<file path="src/rtl/serdes_pkg.sv">
// Shared definitions for the SERDES receive path: word width, default framing
// pattern and the alignment controller state encoding.
package serdes_pkg;

  localparam int WORD_W = 8;
  localparam logic [WORD_W-1:0] SYNC_WORD_DEF = 8'hBC;

  typedef enum logic [2:0] {
    ST_IDLE   = 3'd0,
    ST_HUNT   = 3'd1,
    ST_SETTLE = 3'd2,
    ST_VERIFY = 3'd3,
    ST_LOCKED = 3'd4,
    ST_FAIL   = 3'd5
  } align_state_t;

  function automatic logic [7:0] sat_inc8(input logic [7:0] v);
    return (v == 8'hFF) ? v : v + 8'd1;
  endfunction

endpackage

</file>
<file path="src/rtl/serdes_align_ctrl_if.sv">
// Deserializer-side word stream and alignment status bundle.
interface serdes_align_ctrl_if;
  import serdes_pkg::*;

  logic              en;
  logic [WORD_W-1:0] rx_word;
  logic              rx_valid;
  logic              bitslip;
  logic              locked;
  logic              align_fail;
  logic [WORD_W-1:0] word_out;
  logic              word_valid;
  logic [7:0]        err_count;
  logic [2:0]        state_dbg;

  modport master (
    output en, rx_word, rx_valid,
    input  bitslip, locked, align_fail, word_out, word_valid, err_count, state_dbg
  );

  modport slave (
    input  en, rx_word, rx_valid,
    output bitslip, locked, align_fail, word_out, word_valid, err_count, state_dbg
  );
endinterface

</file>
<file path="src/rtl/serdes_lock_monitor.sv">
// Tracks frame position while locked, counts missed frame SYNCs and decides
// when lock must be dropped.
module serdes_lock_monitor
  import serdes_pkg::*;
#(
  parameter int unsigned UNLOCK_COUNT = 3,
  parameter int unsigned FRAME_LEN    = 16
) (
  input  logic       clk,
  input  logic       rst,
  input  logic       rx_valid,
  input  logic       is_sync,
  input  logic       active,
  output logic       at_sync_pos,
  output logic       unlock,
  output logic [7:0] err_count
);
  localparam int PW = $clog2(FRAME_LEN);
  localparam int MW = $clog2(UNLOCK_COUNT + 1);

  logic [PW-1:0] frame_pos_r;
  logic [MW-1:0] miss_cnt_r;
  logic [7:0]    err_count_r;
  logic          miss_s;

  assign at_sync_pos = (frame_pos_r == PW'(1'b0));
  assign miss_s      = active & rx_valid & at_sync_pos & ~is_sync;
  assign unlock      = miss_s & ((32'(miss_cnt_r) + 32'd1) >= UNLOCK_COUNT);
  assign err_count   = err_count_r;

  // Position is preloaded to 1 while idle: the SYNC that completes lock is slot 0.
  always_ff @(posedge clk or posedge rst) begin
    if (rst) begin
      frame_pos_r <= PW'(1'b0);
      miss_cnt_r  <= MW'(1'b0);
      err_count_r <= 8'd0;
    end else if (!active) begin
      frame_pos_r <= PW'(1'b1);
      miss_cnt_r  <= MW'(1'b0);
    end else if (rx_valid) begin
      frame_pos_r <= (32'(frame_pos_r) == FRAME_LEN - 32'd1) ? PW'(1'b0)
                                                              : frame_pos_r + PW'(1'b1);
      if (at_sync_pos) begin
        if (is_sync) begin
          miss_cnt_r <= MW'(1'b0);
        end else begin
          miss_cnt_r  <= miss_cnt_r + MW'(1'b1);
          err_count_r <= sat_inc8(err_count_r);
        end
      end
    end
  end
endmodule

</file>
<file path="src/rtl/serdes_align_ctrl.sv">
// Word-alignment and link-lock controller: hunts for SYNC with bitslip pulses,
// verifies lock, then forwards payload and strips framing SYNC words.
module serdes_align_ctrl
  import serdes_pkg::*;
#(
  parameter logic [WORD_W-1:0] SYNC_WORD    = SYNC_WORD_DEF,
  parameter int unsigned       LOCK_COUNT   = 4,
  parameter int unsigned       UNLOCK_COUNT = 3,
  parameter int unsigned       MAX_SLIPS    = 8,
  parameter int unsigned       SLIP_SETTLE  = 2,
  parameter int unsigned       FRAME_LEN    = 16
) (
  input  logic clk,
  input  logic rst,
  serdes_align_ctrl_if.slave bus
);
  localparam int SW = $clog2(MAX_SLIPS + 1);
  localparam int TW = (SLIP_SETTLE > 0) ? $clog2(SLIP_SETTLE + 1) : 1;
  localparam int CW = $clog2(LOCK_COUNT + 1);

  align_state_t      state_r, state_nxt;
  logic [SW-1:0]     slip_cnt_r, slip_cnt_nxt;
  logic [TW-1:0]     settle_cnt_r, settle_cnt_nxt;
  logic [CW-1:0]     match_cnt_r, match_cnt_nxt;
  logic              slip_s, fwd_s, is_sync_s, at_sync_pos_s, unlock_s;
  logic              bitslip_r, locked_r, align_fail_r, word_valid_r;
  logic [WORD_W-1:0] word_out_r;
  logic [7:0]        err_count_s;

  assign is_sync_s = (bus.rx_word == SYNC_WORD);

  serdes_lock_monitor #(
    .UNLOCK_COUNT (UNLOCK_COUNT),
    .FRAME_LEN    (FRAME_LEN)
  ) u_lock_monitor (
    .clk         (clk),
    .rst         (rst),
    .rx_valid    (bus.rx_valid),
    .is_sync     (is_sync_s),
    .active      (bus.en & (state_r == ST_LOCKED)),
    .at_sync_pos (at_sync_pos_s),
    .unlock      (unlock_s),
    .err_count   (err_count_s)
  );

  // State and hunt/settle/verify counters.
  always_ff @(posedge clk or posedge rst) begin
    if (rst) begin
      state_r      <= ST_IDLE;
      slip_cnt_r   <= SW'(1'b0);
      settle_cnt_r <= TW'(1'b0);
      match_cnt_r  <= CW'(1'b0);
    end else begin
      state_r      <= state_nxt;
      slip_cnt_r   <= slip_cnt_nxt;
      settle_cnt_r <= settle_cnt_nxt;
      match_cnt_r  <= match_cnt_nxt;
    end
  end

  // Next state, counter updates, slip request and payload forward decision.
  always_comb begin
    state_nxt      = state_r;
    slip_cnt_nxt   = slip_cnt_r;
    settle_cnt_nxt = settle_cnt_r;
    match_cnt_nxt  = match_cnt_r;
    slip_s         = 1'b0;
    fwd_s          = 1'b0;
    if (!bus.en) begin
      state_nxt      = ST_IDLE;
      slip_cnt_nxt   = SW'(1'b0);
      settle_cnt_nxt = TW'(1'b0);
      match_cnt_nxt  = CW'(1'b0);
    end else begin
      case (state_r)
        ST_IDLE: begin
          state_nxt    = ST_HUNT;
          slip_cnt_nxt = SW'(1'b0);
        end
        ST_HUNT, ST_VERIFY: begin
          if (!bus.rx_valid) begin
            state_nxt = state_r;
          end else if (is_sync_s && (state_r == ST_HUNT)) begin
            state_nxt     = ST_VERIFY;
            match_cnt_nxt = CW'(1'b1);
          end else if (is_sync_s) begin
            if ((32'(match_cnt_r) + 32'd1) >= LOCK_COUNT) begin
              state_nxt     = ST_LOCKED;
              slip_cnt_nxt  = SW'(1'b0);
              match_cnt_nxt = CW'(1'b0);
            end else begin
              match_cnt_nxt = match_cnt_r + CW'(1'b1);
            end
          end else if (32'(slip_cnt_r) == MAX_SLIPS) begin
            state_nxt     = ST_FAIL;
            match_cnt_nxt = CW'(1'b0);
          end else begin
            state_nxt      = ST_SETTLE;
            slip_s         = 1'b1;
            slip_cnt_nxt   = slip_cnt_r + SW'(1'b1);
            settle_cnt_nxt = TW'(1'b0);
            match_cnt_nxt  = CW'(1'b0);
          end
        end
        ST_SETTLE: begin
          if (!bus.rx_valid) begin
            state_nxt = ST_SETTLE;
          end else if ((32'(settle_cnt_r) + 32'd1) >= SLIP_SETTLE) begin
            state_nxt      = ST_HUNT;
            settle_cnt_nxt = TW'(1'b0);
          end else begin
            settle_cnt_nxt = settle_cnt_r + TW'(1'b1);
          end
        end
        ST_LOCKED: begin
          if (unlock_s) begin
            state_nxt    = ST_HUNT;
            slip_cnt_nxt = SW'(1'b0);
          end else begin
            fwd_s = bus.rx_valid & ~at_sync_pos_s;
          end
        end
        ST_FAIL: begin
          state_nxt = ST_FAIL;
        end
        default: begin
          state_nxt = ST_IDLE;
        end
      endcase
    end
  end

  // Status flags track the next state so they change with the state register.
  always_ff @(posedge clk or posedge rst) begin
    if (rst) begin
      bitslip_r    <= 1'b0;
      locked_r     <= 1'b0;
      align_fail_r <= 1'b0;
      word_valid_r <= 1'b0;
      word_out_r   <= {WORD_W{1'b0}};
    end else begin
      bitslip_r    <= slip_s;
      locked_r     <= (state_nxt == ST_LOCKED);
      align_fail_r <= (state_nxt == ST_FAIL);
      word_valid_r <= fwd_s;
      if (fwd_s) begin
        word_out_r <= bus.rx_word;
      end
    end
  end

  assign bus.bitslip    = bitslip_r;
  assign bus.locked     = locked_r;
  assign bus.align_fail = align_fail_r;
  assign bus.word_valid = word_valid_r;
  assign bus.word_out   = word_out_r;
  assign bus.err_count  = err_count_s;
  assign bus.state_dbg  = state_r;
endmodule

</file>
<file path="src/flat_wrapper.sv">
// flat-port wrapper written by rule: the top's interface ports become plain ports
module serdes_align_ctrl_flat import serdes_pkg::*;
#(
  parameter logic [WORD_W-1:0] SYNC_WORD    = SYNC_WORD_DEF,
  parameter int unsigned       LOCK_COUNT   = 4,
  parameter int unsigned       UNLOCK_COUNT = 3,
  parameter int unsigned       MAX_SLIPS    = 8,
  parameter int unsigned       SLIP_SETTLE  = 2,
  parameter int unsigned       FRAME_LEN    = 16
)
  (clk, rst, bus_en, bus_rx_word, bus_rx_valid, bus_bitslip, bus_locked, bus_align_fail, bus_word_out, bus_word_valid, bus_err_count, bus_state_dbg);
  serdes_align_ctrl_if bus_i ();
  input  logic clk;
  input  logic rst;
  input wire logic [$bits(bus_i.en)-1:0] bus_en;
  input wire logic [$bits(bus_i.rx_word)-1:0] bus_rx_word;
  input wire logic [$bits(bus_i.rx_valid)-1:0] bus_rx_valid;
  output wire logic [$bits(bus_i.bitslip)-1:0] bus_bitslip;
  output wire logic [$bits(bus_i.locked)-1:0] bus_locked;
  output wire logic [$bits(bus_i.align_fail)-1:0] bus_align_fail;
  output wire logic [$bits(bus_i.word_out)-1:0] bus_word_out;
  output wire logic [$bits(bus_i.word_valid)-1:0] bus_word_valid;
  output wire logic [$bits(bus_i.err_count)-1:0] bus_err_count;
  output wire logic [$bits(bus_i.state_dbg)-1:0] bus_state_dbg;
  assign bus_i.en = bus_en;
  assign bus_i.rx_word = bus_rx_word;
  assign bus_i.rx_valid = bus_rx_valid;
  assign bus_bitslip = bus_i.bitslip;
  assign bus_locked = bus_i.locked;
  assign bus_align_fail = bus_i.align_fail;
  assign bus_word_out = bus_i.word_out;
  assign bus_word_valid = bus_i.word_valid;
  assign bus_err_count = bus_i.err_count;
  assign bus_state_dbg = bus_i.state_dbg;
  serdes_align_ctrl #(.SYNC_WORD(SYNC_WORD), .LOCK_COUNT(LOCK_COUNT), .UNLOCK_COUNT(UNLOCK_COUNT), .MAX_SLIPS(MAX_SLIPS), .SLIP_SETTLE(SLIP_SETTLE), .FRAME_LEN(FRAME_LEN)) u_core (.clk(clk), .rst(rst), .bus(bus_i));
endmodule
</file>
<file path="config.mk">
export PLATFORM = sky130hd
export DESIGN_NAME = serdes_align_ctrl_flat
export DESIGN_NICKNAME = d
export VERILOG_FILES = /design/src/rtl/serdes_pkg.sv /design/src/rtl/serdes_align_ctrl_if.sv /design/src/rtl/serdes_lock_monitor.sv /design/src/rtl/serdes_align_ctrl.sv /design/src/flat_wrapper.sv
export SDC_FILE = /design/constraint.sdc
export NUM_CORES = 1
export LEC_CHECK = 0
export CORE_MARGIN = 1.5
export CORE_UTILIZATION = 53
export DETAILED_ROUTE_END_ITERATION = 12
export PLACE_DENSITY = 0.9
export SYNTH_ARGS = -nofsm -noshare
export SYNTH_HDL_FRONTEND = slang
export SYNTH_SLANG_ARGS = --single-unit
</file>
<file path="constraint.sdc">
create_clock -name clk -period 1.9 [get_ports clk]
set_input_delay 0.475 -clock clk [delete_from_list [all_inputs] [get_ports clk]]
set_output_delay 0.475 -clock clk [all_outputs]
set_load 0.05 [all_outputs]
</file>
---- After elaboration in Yosys (flattened, before gate mapping) ----
Cells that the tools add are included.
word-level totals
  output and inout bits ................... 23
  bits of input ports ..................... 12
  register bits ........................... 38
  word-level logic and storage cells ...... 115
operators by class
  add/subtract/negate cells ............... 9
  bitwise logic cells ..................... 9
  equal/unequal tests ..................... 25
  $lt $le $gt $ge ......................... 3
  reductions and logical operators ........ 9
  mux-type cells .......................... 48
operators by type and width
  operator                                               count
  2-to-1 mux 3 bit                                       15
  2-to-1 mux 4 bit                                       10
  >= comparator 32 x 2 -> 1 bit, second input constant   1
  >= comparator 32 x 3 -> 1 bit, second input constant   1
  2-to-1 mux 2 bit                                       11
  inequality test 3 bit, second input constant           6
  equality test 8 bit, second input constant             2
  one-hot mux 3 bit (5 select lines)                     1
  equality test 3 bit, second input constant             4
  one-hot mux 4 bit (3 select lines)                     1
  AND reduction 6 bit                                    2
  2-to-1 mux 1 bit                                       9
  adder 4 x 1 -> 4 bit, second input constant            2
  adder 8 x 1 -> 8 bit, second input constant            1
  equality test 4 bit, second input constant             2
  adder 2 x 1 -> 3 bit, second input constant            2
  bitwise AND 1 bit                                      6
  equality test 3 x 2 -> 1 bit, second input constant    2
  inequality test 2 x 1 -> 1 bit, second input constant  3
  AND reduction 5 bit                                    1
  adder 2 x 1 -> 2 bit, second input constant            2
  adder 3 x 1 -> 4 bit, second input constant            1
  logical NOT 4 bit                                      1
  inequality test 4 x 1 -> 1 bit, second input constant  1
  other kinds (13)                                       16

---- Logic depth before layout (Yosys ltp) ----
  depth in word-level cells ............... 10
  depth in mapped cells ................... 7
  depth with buffers taken out ............ 7

---- Cells and area by module ----
A second synthesis with hierarchy kept.
unflattened totals
  cells, all modules ...................... 200
  area, all modules ....................... 2,220.9 sq um
by module, submodules not included
  module               area an instance (sq um)  instances  seq. area each (sq um)  cells each
  serdes_align_ctrl    1,421.4                   1          600.6                   127
  serdes_lock_monitor  799.5                     1          350.3                   73

---- Least setup slack after synthesis ----
No wires, ideal clock.
  kind .................................... register to register
  start ................................... reg u_core.state_r[0] (netlist: u_core.bus.state_dbg[0])
  end ..................................... reg u_core.slip_cnt_r[1]
  period minus slack after synthesis ...... 1.934 ns
  slack ................................... -0.034 ns
  cell stages (with the launch flop) ...... 7
  data required time ...................... 1.821 ns
  arrival time ............................ 1.854 ns
  buffers on the path ..................... 1
  setup time .............................. 0.079 ns
  cells stage by stage .................... dfrtp_1 > buf_6 > or3b_4 > nor3b_4 > nand2_1 > a311oi_2 > mux2i_1
on the way
  cells in the longest elaborated chain, start to end .. 8
  elaborated cells on any way between the ends .. 20
  those cells by class .................... eq/ne (9); mux (2); bitwise (5); reduce/logical (4)
RTL lines
  element                                 line                                              source
  start, declared                         serdes_align_ctrl.sv:21                           align_state_t state_r, state_nxt;
  start signal, assigned                  serdes_align_ctrl.sv:54                           state_r <= state_nxt;
  equality test 3 bit                     serdes_align_ctrl.sv:40, serdes_align_ctrl.sv:75
  bitwise AND 1 bit                       serdes_align_ctrl.sv:40                           .active (bus.en & (state_r == ST_LOCKED)),
  bitwise AND 1 bit (3 in series)         serdes_lock_monitor.sv:27                         assign miss_s = active & rx_valid & at_sync_pos & ~is_sync;
  bitwise AND 1 bit                       serdes_lock_monitor.sv:28                         assign unlock = miss_s & ((32'(miss_cnt_r) + 32'd1) >= UNLOCK_COUNT);
  inequality test 3 bit (no source line)  --
  AND reduction 6 bit (no source line)    --
  end signal, assigned                    serdes_align_ctrl.sv:50                           slip_cnt_r <= SW'(1'b0);
  end signal, assigned                    serdes_align_ctrl.sv:55                           slip_cnt_r <= slip_cnt_nxt;
  end, declared                           serdes_align_ctrl.sv:22                           logic [SW-1:0] slip_cnt_r, slip_cnt_nxt;
Parallel ways exist; a longest one is shown, timed or not.
A chain may end at the register's enable or synchronous reset.

---- Worst setup path after layout ----
  start ................................... in bus_en
  end ..................................... reg u_core.u_lock_monitor.err_count_r[7] (netlist: u_core.u_lock_monitor.err_count[7])
on the way
  cells in the longest elaborated chain, start to end .. 2
RTL lines
  element                               line                       source
  start, declared                       flat_wrapper.sv:15         input wire logic [$bits(bus_i.en)-1:0] bus_en;
  bitwise AND 1 bit                     serdes_align_ctrl.sv:40
  AND reduction 5 bit (no source line)  --
  end signal, assigned                  serdes_lock_monitor.sv:48  err_count_r <= sat_inc8(err_count_r);
  end, declared                         serdes_lock_monitor.sv:23  logic [7:0] err_count_r;
Every way passes these cells.

==> results by group <==
STA
  • Endpoints failing setup: 0
  • Fin crit period: 1840 ps
  • Worst slew pin tran: 364 ps
  • Hold Vio Cnt, Final: 0
  • Final WS setup: 61.6 ps
  • Fin crit share: 96.8%
  • Max_slew headroom: 75.4%
  • Slew Viols, Final: 0
  • Clk_skew: 5.34 ps
  • Fmax: roughly 0.54 GHz

Clock tree
  • Clock Sinks: 38
  • Root Buffer: clkbuf_8
  • Worst skew pair latency: 300 ps
  • H-tree lvl count: 2
  • Clock tree buffer depth: 2
  • Reg clk slew, reported paths: 70 ps
  • CTS Buf Count: 5
  • CTS tree: built
  • # hold bufs at CTS: 0

Pwr
  • Switching Fraction: 24.4%
  • Pint: about 1200 uW
  • Leakage power total: ~0.0013 uW
  • Psw: 384 uW
  • Logic pwr share: 11.2%
  • P per Cell Area: 569 nW/um2
  • IR drop worst, VDD: roughly 600 uV
  • Reg power frac: between 50 and 60%
  • Clock power frac: 36.2%

Cells and area
  • Ratio of cells with drive above 1 in the final layout: 32.8%
  • Area Overhead vs Synth: 33.4%
  • Layout fillers: 263
  • Fin nets: ~290
  • Layout Utilization: 74.4%
  • # diodes: 0

Worst setup path
  • Crit-path max FO: 4
  • Worst EP arrival: 2060 ps
  • CP endpoint kind: register
  • RR Startpoint: u_core.u_lock_monitor.frame_pos_r[0]
  • CP Class: in2reg
  • CP Launch Type: input port
  • CP Launch Point: bus_en
  • Worst Path Required: 2120 ps

Place
  • Dpl hpwl: about 3.3 mm
  • Pre-CTS setup slack: -458 ps
  • GPL Wtd Cong: 0.854
  • I/O Buffers: 34

Global routing
  • GR Overflow Total: 0
  • Pin count of the biggest net entering global routing: 23
  • Initial antenna violation count: 0
  • Tot GR Track Use: 24.4%
  • Vias in the first global route: 1744
  • First-pass GRT wire length: 7.83 mm

Yosys
  • Post-Syn Area: 2070 um2
  • Main synth FF type: dfrtp_1
  • Mean post-synth cell area: 10.6 um2
  • Count of flip-flops with a built-in enable after synthesis: 0
  • Post-synthesis async set-or-reset flop share: between 90% and 100%
  • Synth Net Count: roughly 220
  • Synth unique cells: 52
  • Cells after Synth: 196
  • Synth area leaders: dfrtp_1 (46%), ha_1 (6.0%), mux2_2 (4.3%)
  • Sequential-to-total area share from yosys stat: a little under half
  • Share of the synthesized area in the top cell type: 45.9%
  • Post-synth top area cell: dfrtp_1
  • Yosys reg bits: 38
  • Yosys warnings: 0

Floorplanning
  • DIE AREA: 4290 um2
  • Die Ht: 65.5 um
  • Core Area: 3720 um2
  • Starting Density: 55.8%
  • Die W: 65.5 um
  • Std-Cell Rows: 22
  • IO Pins: 35

Routing
  • Post-DR wirelength/cell: approximately 14 um
  • Via density: 5.47
  • Post-route ant nets: 0
  • Routed WL: 4.50 mm
  • DRC viols: 0
  • Initial DRT Pass Iterations: 4
  • Via count: between 1500 and 2000
  • DRT iter0 DRCs: 128

Outcome
  • Outcome: completed

Run
  • Max-cap violations: 0

Worst hold path
  • Min-Delay Path Class: reg2reg
  • Min-delay src: u_core.u_lock_monitor.err_count[5]
[timing repair]
action	in CTS	in global routing
buffers inserted	3	0
gates resized for setup	15	3
endpoints found under the setup margin	16	5
pin swaps	7	3
[layout make-up]
type / count / area [um2] / share of cell area (%)
clock inverter: 1 / 5.00 / 0.181
multi-input combinational: 141 / 1090 / 39.4
tap: 48 / 60.1 / 2.17
clock buffer: 7 / 86.3 / 3.12
inverter: 12 / 45.0 / 1.63
timing repair buffer: 66 / 524 / 19.0
sequential: 38 / 953 / 34.5
[metrics by stage]
stage	cell area [um2]	total power, uW	setup TNS, ps	hold WS [ps]	std cells
floorplan	2070	940	0	500	196
global placement	2610	1010	-7090	482	302
detailed placement	2610	1020	-9010	494	302
CTS	2750	1580	0	503	313
global route	2760	1650	-28.3	523	313
finish	2760	1570	0	492	313
[power groups by stage]
stage	Clock [uW]	Combinational, uW	Sequential (uW)
2_1_floorplan	0	83.4	857
3_5_place_dp	0	175	843
3_3_place_gp	0	171	842
4_1_cts	584	173	827
5_1_grt	625	194	829
6_report	570	175	828
[cell usage in the layout (no fill, tap or decap), types with 2 or more instances in the layout]
master	instances
a21boi_0	2
a21oi_1	8
a22oi_1	2
and3_1	4
and3b_1	2
buf_4	54
clkbuf_8	6
clkdlybuf4s50_1	2
dfrtp_1	36
dfrtp_2	2
dlygate4sd2_1	9
ha_1	8
ha_2	2
inv_1	11
mux2_2	8
mux2i_1	4
nand2_1	19
nand3_1	9
nand3_4	2
nand4_1	5
nor2_1	8
nor2_4	2
nor2b_1	5
nor3_1	3
nor3b_1	3
nor4_1	2
o211ai_1	2
o21ai_0	6
o22ai_1	3
xnor2_1	6
xor2_1	2
[worst max-delay path: stages]
cell and delay [ps]:
clkdlybuf4s50_1 590, nand3_4 130, or4b_4 580, nor2_2 130, xor2_1 150
[kinds of logic (layout without fill, tap and decap cells)]
family          Yosys count  count (layout)  share of synthesized area [%]
compound gates           31              31                           9.90
xor+xnor                  8               8                           3.38
fa+ha+maj                10              10                           6.04
buf+inv                  17              86                           3.92
flops                    38              38                           45.9
mux                      12              12                           6.28
simple gates             80              80                           24.6
[flip-flops by register name, summed over array words and instances (netlist names)]
signal / cells
u_core.bus.locked: 1
u_core.bus.state_dbg: 3
u_core.u_lock_monitor.frame_pos_r: 4
u_core.u_lock_monitor.err_count: 8
u_core.bus.word_out: 8
u_core.bus.word_valid: 1
u_core.slip_cnt_r: 4
u_core.u_lock_monitor.miss_cnt_r: 2
u_core.bus.align_fail: 1
u_core.match_cnt_r: 3
u_core.settle_cnt_r: 2
u_core.bus.bitslip: 1
[cells in the mapped netlist, types with 5 or more instances]
master / number
nor2_1: 8
nand2_1: 19
nand3_1: 9
xnor2_1: 6
ha_1: 10
a21oi_1: 8
dfrtp_1: 38
nor2b_1: 5
inv_1: 12
mux2_2: 8
o21ai_0: 6
nand4_1: 5
[layer usage]
layer | GRT usage, % | part of all wire, %
met1 | 28.3 | 41
met2 | 41.1 | 53
met3 | 7.53 | 3.5
met4 | 11.7 | 2.0
met5 | 0 | 0
[final timing paths]
kind | slack, ps | to | depth (start not counted)
hold reg to reg | 490 | u_core.u_lock_monitor.err_count[5] | 1
setup / recovery | 60 | u_core.u_lock_monitor.err_count[7] | 5
setup reg to reg | 90 | u_core.slip_cnt_r[1] | 6
hold / removal | 490 | u_core.u_lock_monitor.err_count[5] | 1
max in group asynchronous | 1120 | u_core.bus.state_dbg[0] | 3
min in group asynchronous | 510 | u_core.u_lock_monitor.miss_cnt_r[1] | 3
(Power assumes the default switching activity.)
